## config.mk

```make
export PLATFORM = sky130hd
export DESIGN_NAME = dmem_store_buffer
export DESIGN_NICKNAME = d
export VERILOG_FILES = /design/src/rtl/stb_pkg.sv /design/src/rtl/stb_match.sv /design/src/rtl/dmem_store_buffer.sv
export SDC_FILE = /design/constraint.sdc
export NUM_CORES = 1
export LEC_CHECK = 0
export BUFFER_PORTS_ARGS = -buffer_cell sky130_fd_sc_hd__buf_4
export CAP_MARGIN = 20
export CORE_UTILIZATION = 44
export DETAILED_ROUTE_END_ITERATION = 8
export HOLD_SLACK_MARGIN = 0.03
export PLACE_DENSITY = 0.65
export SYNTH_ARGS = -nofsm -noshare
export SYNTH_HDL_FRONTEND = slang
export SYNTH_SLANG_ARGS = --single-unit
```

## constraint.sdc

```tcl
create_clock -name clk -period 8 [get_ports clk]
set_input_delay 1.6 -clock clk [delete_from_list [all_inputs] [get_ports clk]]
set_output_delay 1.6 -clock clk [all_outputs]
set_load 0.05 [all_outputs]
```

## src/rtl/stb_pkg.sv

```systemverilog
// stb_pkg: shared constants and entry type for the dmem store buffer.
package stb_pkg;
    localparam int STB_DEPTH  = 4;
    localparam int STB_PTR_W  = $clog2(STB_DEPTH);
    localparam int STB_ADDR_W = 32;
    localparam int STB_DATA_W = 32;
    typedef struct packed {
        logic [STB_ADDR_W-3:0] waddr;
        logic [STB_DATA_W-1:0] data;
    } stb_entry_t;
endpackage

```

## src/rtl/stb_match.sv

```systemverilog
// stb_match: youngest-first word-address match over the store buffer entries.
module stb_match #(
    parameter int DEPTH = 4,
    parameter int AW    = 30
) (
    input  logic [DEPTH-1:0]         valid,
    input  logic [DEPTH-1:0][AW-1:0] waddr,
    input  logic [AW-1:0]            key,
    input  logic [$clog2(DEPTH)-1:0] tail,
    output logic                     hit,
    output logic [$clog2(DEPTH)-1:0] idx
);
    localparam int PW = $clog2(DEPTH);
    logic [PW-1:0] s;
    // Scan oldest to youngest so the youngest match is the last one written.
    always_comb begin
        hit = 1'b0;
        idx = '0;
        s   = '0;
        for (int k = DEPTH; k >= 1; k--) begin
            s = tail - PW'(k);
            if (valid[s] && waddr[s] == key) begin
                hit = 1'b1;
                idx = s;
            end
        end
    end
endmodule

```

## src/rtl/dmem_store_buffer.sv

```systemverilog
// dmem_store_buffer: posted-write FIFO between core data port and data memory with load forwarding.
// STB_COALESCE_EN: stores hitting a buffered word overwrite it in place. ADDR_W/DATA_W must match stb_pkg.
module dmem_store_buffer
    import stb_pkg::*;
#(
    parameter int DEPTH  = STB_DEPTH,
    parameter int ADDR_W = STB_ADDR_W,
    parameter int DATA_W = STB_DATA_W
) (
    input  logic              clk,
    input  logic              reset,
    input  logic              memwrite,
    input  logic              memread,
    input  logic [ADDR_W-1:0] dataadr,
    input  logic [DATA_W-1:0] writedata,
    output logic [DATA_W-1:0] readdata,
    output logic              stall,
    output logic              mem_we,
    output logic [ADDR_W-1:0] mem_waddr,
    output logic [DATA_W-1:0] mem_wdata,
    input  logic              mem_wready,
    output logic [ADDR_W-1:0] mem_raddr,
    input  logic [DATA_W-1:0] mem_rdata,
    output logic              empty
);
    localparam int PW = $clog2(DEPTH);
    stb_entry_t                       ent [DEPTH];
    logic [PW-1:0]                    head, tail, hit_idx;
    logic [PW:0]                      count;
    logic [DEPTH-1:0]                 valid;
    logic [DEPTH-1:0][ADDR_W-3:0]     waddrs;
    logic                             full, pop, hit, coal, alloc;

    for (genvar i = 0; i < DEPTH; i++) begin : g_ent
        assign valid[i]  = {1'b0, PW'(i) - head} < count;
        assign waddrs[i] = ent[i].waddr;
    end

    stb_match #(.DEPTH(DEPTH), .AW(ADDR_W-2)) u_match (
        .valid (valid),
        .waddr (waddrs),
        .key   (dataadr[ADDR_W-1:2]),
        .tail  (tail),
        .hit   (hit),
        .idx   (hit_idx)
    );

    assign full  = count == (PW+1)'(DEPTH);
    assign empty = count == '0;
    assign mem_we = !empty;
    assign pop   = mem_we & mem_wready;
`ifdef STB_COALESCE_EN
    // A head entry leaving this cycle can no longer absorb the store.
    assign coal  = memwrite & hit & !(pop & hit_idx == head);
`else
    assign coal  = 1'b0;
`endif
    assign alloc = memwrite & !coal & (!full | pop);
    assign stall = memwrite & !coal & full & !pop;
    assign mem_waddr = {ent[head].waddr, 2'b00};
    assign mem_wdata = ent[head].data;
    assign mem_raddr = dataadr;
    assign readdata  = (memread && hit) ? ent[hit_idx].data : mem_rdata;

    always_ff @(posedge clk or posedge reset) begin
        if (reset) begin
            head  <= '0;
            tail  <= '0;
            count <= '0;
        end else begin
            if (alloc) tail <= tail + 1'b1;
            if (pop) head <= head + 1'b1;
            count <= count + (PW+1)'(alloc) - (PW+1)'(pop);
        end
    end

    always_ff @(posedge clk) begin
        if (alloc) ent[tail] <= '{waddr: dataadr[ADDR_W-1:2], data: writedata};
        else if (coal) ent[hit_idx].data <= writedata;
    end
endmodule

```

==> reports/results.tsv, run 1 <==
stage	metric	value	unit
routing	wl_per_cell	24.0	um
die	fp.dieH	210	um
die	core-area	42300	sq um
timing	finalHoldViolations	0	
final_layout	fin_util	51.4	%
timing	maxSlewViolCount	0	
timing	rsz0062_at_grt	false	
yosys	ys.flop_type	edfxtp_1	
timing	slew_headroom	35.1	%
cts	htree_levels	1	
cts	cts_made_buffers	30	
worst_setup_path	crit_buf_inv	4	
yosys	yosysSeqAreaShare	40.1	%
yosys	synth_top_area_share	39.2	%
grt	grt_overflow	0	
power	static-leakage-power	0.00750	uW
yosys	yosys-top-cells-area	edfxtp_1 (39%), mux4_2 (18%), mux2i_1 (6.1%), xnor2_1 (4.4%), nor4b_1 (2.9%)	
yosys	yosys_warnings	0	
yosys	netlist_instances	1593	
cts	cts_tree	done	
grt	track_usage	24.6	%
yosys	yosys.area.top_type	edfxtp_1	
worst_setup_path	crit_family	simple AND/OR/NAND/NOR gates	
worst_setup_path	cp_common_cell	buf_4	
power	power	8690	uW
final_layout	mostFrequentLayoutCells	edfxtp_1 (248), buf_4 (246), mux4_2 (156)	
yosys	synth_edf_count	248	
die	ios	232	
cts	cts_root_buf	clkbuf_16	
die	row_count	75	
placed_design	place_area	20700	sq um
cts	hold_buffers	0	
routing	drc	0	
power	internal_power	4700	uW
timing	finalCritPeriodShare	92.5	%
final_layout	fillers	3581	
timing	fmax	135	MHz
final_layout	stdcell_area	21700	sq um
worst_setup_path	worst-setup-path-type	flip-flop to output port	
power	sequentialPowerShare	23.8	%
grt	grt_max_degree	121	
grt	grt_pass1_wl	84500	um
final_layout	drive_gt1_share	28.2	%
worst_setup_path	startpoint_type	flip-flop	
worst_setup_path	crit_chain	inv_1 > ha_4 > buf_4 > mux4_2 > xnor2_1 > nand4_1 > nor4_1 > and4_1 > and2_4 > buf_4 > nor4b_1 > nor4_1 > mux2_1 > a21oi_1 > buf_4	
worst_setup_path	max_stage_delay	0.65	ns
power	pwr-share-clk	15.4	%
placed_design	port_buffers	225	
cts	ctsResizeCount	0	
worst_setup_path	cp-end-kind	output port	
cts	post_cts_buffers	0	
timing	hold_ws	0.589	ns
hold_path	hold_path.class	flip-flop to flip-flop	
final_layout	nets	1793	
routing	first_pass_iters	7	
die	start_util	44.9	%
run_status	outcome	completed	
power	p_switching	3980	uW
power	p_per_area	399	nW/um^2
grt	antenna_found_initial	3	
grt	grt_pass1_vias	14100	
cts	cts_buffer_depth	3	
power	max-vdd-ir-drop	0.000259	V
timing	worst-slew-pin-transition	0.949	ns
yosys	syn_area_per_cell	11.9	sq um
worst_setup_path	slowest_stage	ha_4	
die	die_width	210	um
yosys	yosys_register_bits	255	
timing	fin_crit	7.40	ns
routing	finalWirelength	54700	um
routing	vias	14500	
routing	ant_nets	0	
placed_design	hpwl	34400	um
worst_setup_path	arrival	5.80	ns
yosys	synth-async-reset-ratio	2.75	%
routing	avgViaCountPerCell	6.36	
cts	clock-sinks	255	
job	maxCapViolations	0	
timing	setup_violations	0	
placed_design	gp_congestion	0.879	
timing	tns	0	ns
timing	clock_skew	0.00884	ns
power	power_frac_comb	60.8	%
final_layout	area_growth	14.3	%
yosys	synth.distinct_cells	58	
final_layout	final_common_cell	edfxtp_1	
power	swShare	45.8	%
worst_setup_path	critPathRequiredTime	6.40	ns
die	die_area	44100	sq um
routing	drt-initial-drc-count	1270	
yosys	synthesis.area	19000	sq um
cts	clock_latency	0.58	ns
worst_setup_path	crit_fanout	64	
cts	clk_pin_slew	0.06	ns
[path summary, 6_finish.rpt]
check | from | to | slack [ns] | cells after the start
setup / recovery | tail[1] | readdata[21] | 0.60 | 15
hold / removal | count[2] | count[2] | 0.59 | 1
setup reg to reg | tail[0] | ent[2][49] | 4.21 | 6
hold reg to reg | count[2] | count[2] | 0.59 | 1
max in group asynchronous | reset | tail[1] | 6.77 | 2
min in group asynchronous | reset | count[1] | 0.97 | 2
[cells in the mapped netlist (4+ instances only)]
cell,count
mux2_1,30
buf_6,13
clkbuf_1,102
nand3_1,6
o211ai_1,65
a21oi_1,101
buf_4,40
mux4_2,156
o21ai_0,12
mux2i_1,116
inv_1,15
o2111a_1,4
xnor2_1,96
nor4_1,71
xor2_1,43
nor4b_1,64
buf_2,31
nor2b_1,4
nor3_1,6
nand4_1,28
nand2_1,146
edfxtp_1,248
a31oi_1,5
buf_1,13
dfrtp_1,7
and2_1,7
and3_1,65
nor2_1,46
ha_1,10
[worst register-to-register path: cells and delay by family, from the launching register on]
family                   cells  cell delay, ns
buffers and inverters        4            2.00
adder cells (fa/ha/maj)      1            0.26
AND/OR/NAND/NOR              1            0.58
flip-flops                   1            0.56
[per-stage QoR]
stage | cells | setup WS, ns
2_1_floorplan | 1594 | 0.617
3_3_place_gp | 2223 | 1.25
3_5_place_dp | 2224 | 1.15
4_1_cts | 2280 | 0.707
5_1_grt | 2283 | 0.357
6_report | 2283 | 0.601
[registers in the layout, summed over array words and instances (netlist names)]
signal / count
ent: 248
count: 3
head: 2
tail: 2
[layer usage]
| layer | track usage [%] | vias to the layer above | part of all wire, % |
|---|---|---|---|
| met2 | 40.8 | 708 | 49 |
| met4 | 8.26 | 4 | 3.2 |
| li1 | - | 6420 | - |
| met5 | 0 | - | 0.040 |
| met3 | 3.97 | 114 | 8.1 |
| met1 | 32.8 | 7266 | 40 |
[layout make-up]
cell class	instances	area, sq um	share of cell area (%)
Antenna cell	1	2.50	0.0115
Timing Repair Buffer	255	2020	9.28
Inverter	15	58.8	0.270
Multi-Input combinational cell	1124	10300	47.6
Clock inverter	23	178	0.817
Tap cell	577	722	3.32
Clock buffer	33	783	3.60
Sequential cell	255	7640	35.1
[power groups by stage]
stage	logic [uW]	registers (uW)	clock network, uW
after global routing	5610	2110	1400
after CTS	5260	2070	1360
after detailed placement	5230	2090	0
final	5280	2070	1330
after global placement	5160	2070	0
after floorplan	4060	1950	0
[cells by family (layout without fill, tap and decap cells)]
kind of cell	count (synthesis)	count (layout)	synth area share, %
buffers and inverters	215	326	5.81
flip-flops	255	255	40.1
other	1	3	0.0197
AND/OR/NAND/NOR	451	451	13.1
AO/OA/AOI/OAI	216	216	7.28
XOR/XNOR	139	139	6.40
adder cells (fa/ha/maj)	11	11	0.763
multiplexers	305	305	26.5
Power figures use the tool's default switching activity.
==> inputs of run 2 (changes only) <==
--- a/config.mk
+++ b/config.mk
@@ -7,6 +7,7 @@
 export LEC_CHECK = 0
 export BUFFER_PORTS_ARGS = -buffer_cell sky130_fd_sc_hd__buf_4
 export CAP_MARGIN = 20
+export CORE_MARGIN = 2
 export CORE_UTILIZATION = 44
 export DETAILED_ROUTE_END_ITERATION = 8
 export HOLD_SLACK_MARGIN = 0.03
==> run 2 against run 1 <==
  * Die area is 1.9% higher
  * Utilization is 0.89 points lower
  * Power is 0.45% lower
  * Sequential power is 2% higher
  * Wire length is 0.18% lower
  * Critical path type unchanged
  * Cell count is 0.18% lower
  * Count of clock-buffer cells in the layout is 5 higher
  * Cell area is 0.41% lower
  * Hold slack better by 0.0077 ns
==> reports/results.tsv, run 2 (synthesized netlist as in run 1, its figures left out) <==
stage	metric	value	unit	change
final_layout	top_register	ent		
routing	first_pass_iters	7		unchanged
grt	globalRouteMet2Util	38.6	%	-2.2 points
worst_setup_path	cp_common_cell	buf_4		
grt	met3_usage	3.25	%	-0.72 points
routing	ant_nets	0		unchanged
final_layout	final_common_cell	edfxtp_1		
die	core-area	42900	sq um	+1.3%
final_layout	largest_reg_flops	248		unchanged
final_layout	reg_top3	ent x248, count x3		
hold_path	min_path_cells	1		unchanged
timing	worst-slew-pin-transition	1.25	ns	+0.303 ns
die	die_area	44900	sq um	+1.9%
worst_setup_path	arrival	5.93	ns	+0.13 ns
routing	finalWirelength	54600	um	-0.18%
worst_setup_path	r2r-end	ent[2][61]		
worst_setup_path	slowest_stage	dfrtp_4		
grt	grt_pass1_wl	83300	um	-1.4%
worst_setup_path	critPathRequiredTime	6.40	ns	about the same
worst_setup_path	r2r_setup_slack	4.34	ns	+0.13 ns
worst_setup_path	crit_chain	inv_1 > ha_4 > buf_4 > mux4_2 > xnor2_1 > nand4_1 > a2111oi_0 > nand3_2 > buf_4 > nor2_4 > buf_12 > nor4b_1 > nor4_1 > mux2_1 > a21oi_1 > buf_4		
die	fp.dieH	212	um	+0.95%
worst_setup_path	r2r_cells	6		unchanged
cts	cts_buffer_depth	3		unchanged
routing	avgViaCountPerCell	6.39		+0.49%
final_layout	area_growth	13.9	%	
die	ios	232		unchanged
routing	vias	14600		+0.31%
timing	tns	0	ns	unchanged
worst_setup_path	worst-setup-path-type	flip-flop to output port		
die	row_count	76		+1.3%
worst_setup_path	rr_startpoint	tail[0]		
power	sequentialPowerShare	24.4	%	+0.6 points
worst_setup_path	startpoint_type	flip-flop		
cts	clock_latency	0.57	ns	about the same
grt	gr-usage-met1	32.9	%	+0.054 points
power	swShare	45.7	%	-0.15 points
grt	grt.busiest_layer	met2		
grt	grt_pass1_vias	14000		-0.93%
timing	setup_violations	0		unchanged
power	internal_power	4700	uW	-0.17%
placed_design	port_buffers	225		unchanged
routing	drc	0		unchanged
cts	cts_tree	done		
routing	wl_per_cell	23.9	um	about the same
cts	cts_made_buffers	31		+3.3%
timing	fin_crit	7.53	ns	+0.129 ns
final_layout	mostFrequentLayoutCells	edfxtp_1 (248), buf_4 (240), mux4_2 (156)		
power	p_per_area	399	nW/um^2	about the same
cts	clock-sinks	255		unchanged
timing	rsz0062_at_grt	false		
timing	slew_headroom	16.6	%	-19 points
timing	clock_skew	0.00850	ns	-0.000338 ns
worst_setup_path	cp-end-kind	output port		
cts	cts_root_buf	clkbuf_16		
worst_setup_path	max_stage_delay	0.74	ns	+0.09 ns
final_layout	multi_input_area	10400	sq um	about the same
placed_design	hpwl	34000	um	-1.0%
final_layout	fillers	3674		+2.6%
final_layout	fin_cells	2279		-0.18%
cts	htree_levels	1		unchanged
final_layout	final-seq-area	7640	sq um	unchanged
grt	grt_overflow	0		unchanged
power	pwr-share-clk	15.1	%	-0.3 points
routing	drt-initial-drc-count	1639		+29%
power	p_switching	3950	uW	-0.77%
cts	clk_pin_slew	0.06	ns	about the same
die	die_width	212	um	+0.95%
timing	finalCritPeriodShare	94.1	%	+1.6 points
power	max-vdd-ir-drop	0.000379	V	+47%
timing	fmax	133	MHz	-1.7%
power	power_frac_comb	60.5	%	-0.3 points
timing	maxSlewViolCount	0		unchanged
die	start_util	44.3	%	-0.59 points
timing	finalHoldViolations	0		unchanged
worst_setup_path	crit_fanout	65		+1.6%
placed_design	dp.cells	2226		+0.090%
grt	track_usage	23.9	%	-0.64 points
hold_path	hold_path.class	flip-flop to flip-flop		
run_status	outcome	completed		
hold_path	worstHoldEndpoint	count[2]		
placed_design	gp_congestion	0.904		+2.8%
grt	antenna_found_initial	3		unchanged
final_layout	fin_util	50.5	%	-0.89 points
final_layout	nets	1786		-0.39%
job	maxCapViolations	0		unchanged
hold_path	min-delay-start	count[2]		
grt	grt_max_degree	251		+110%
final_layout	drive_gt1_share	27.6	%	-0.55 points
cts	hold_buffers	0		unchanged
power	static-leakage-power	0.00743	uW	-0.97%
## run 2: cell count changes in the layout (fill, tap and decap cells not counted), sizes merged
cell / change
diode: +1
clkbuf: +5
clkinvlp: +1
inv: +1
clkinv: -12
buf: -8
## run 2: layer usage
| metal | part of all wire (%) | vias up | routed length [um] |
|---|---|---|---|
| met4 | 3.6 | 4 | 1980 |
| met1 | 40 | 7270 | 22000 |
| met3 | 8.5 | 117 | 4630 |
| met5 | 0.051 | - | 28 |
| li1 | - | 6395 | - |
| met2 | 48 | 771 | 26000 |
## run 2: worst max path at each step
stage,startpoint,to,slack [ns],depth (start not counted)
CTS,tail[1],readdata[3],0.41,15
finish,tail[1],readdata[10],0.47,16
global route,tail[1],readdata[10],0.11,16
floorplan,tail[0],readdata[10],0.62,24
detailed placement,tail[1],readdata[3],1.03,15
global placement,tail[1],readdata[3],1.02,15
## run 2: metrics by stage
step	total power (uW)	instance area, sq um	worst slack, ns	hold slack (ns)
final	8650	21700	0.472	0.597
after global routing	9090	21700	0.107	0.632
after CTS	8660	21600	0.412	0.600
after detailed placement	7320	20700	1.03	0.585
after global placement	7240	20700	1.02	0.586
after floorplan	6010	19000	0.617	0.515
## run 2: repair_timing
item,4_1_cts,5_1_grt
setup buffers,0,0
gates resized for setup,0,1
setup endpoints to repair,0,1
endpoints found under the hold margin,0,0
## run 2: area by class of cell
class / instances / share of cell area [%]
multi-input combinational: 1124 / 47.8
sequential: 255 / 35.3
timing repair buffer: 247 / 8.97
clock buffer: 38 / 3.70
tap: 585 / 3.38
clock inverter: 13 / 0.584
inverter: 15 / 0.272
antenna: 2 / 0.0231
## run 2: power groups by stage
stage	combinational [uW]	clock (uW)	sequential [uW]
after global placement	5130	0	2110
after floorplan	4060	0	1950
after detailed placement	5190	0	2130
after global routing	5540	1390	2150
final	5230	1310	2110
after CTS	5220	1330	2110
## run 2: critical path, delay by kind of cell (launching register included)
family | cells | cell delay, ns
compound gates | 2 | 0.59
xor+xnor | 1 | 0.23
fa+ha+maj | 1 | 0.59
buf+inv | 5 | 1.44
flops | 1 | 0.74
mux | 2 | 0.54
simple gates | 5 | 1.14
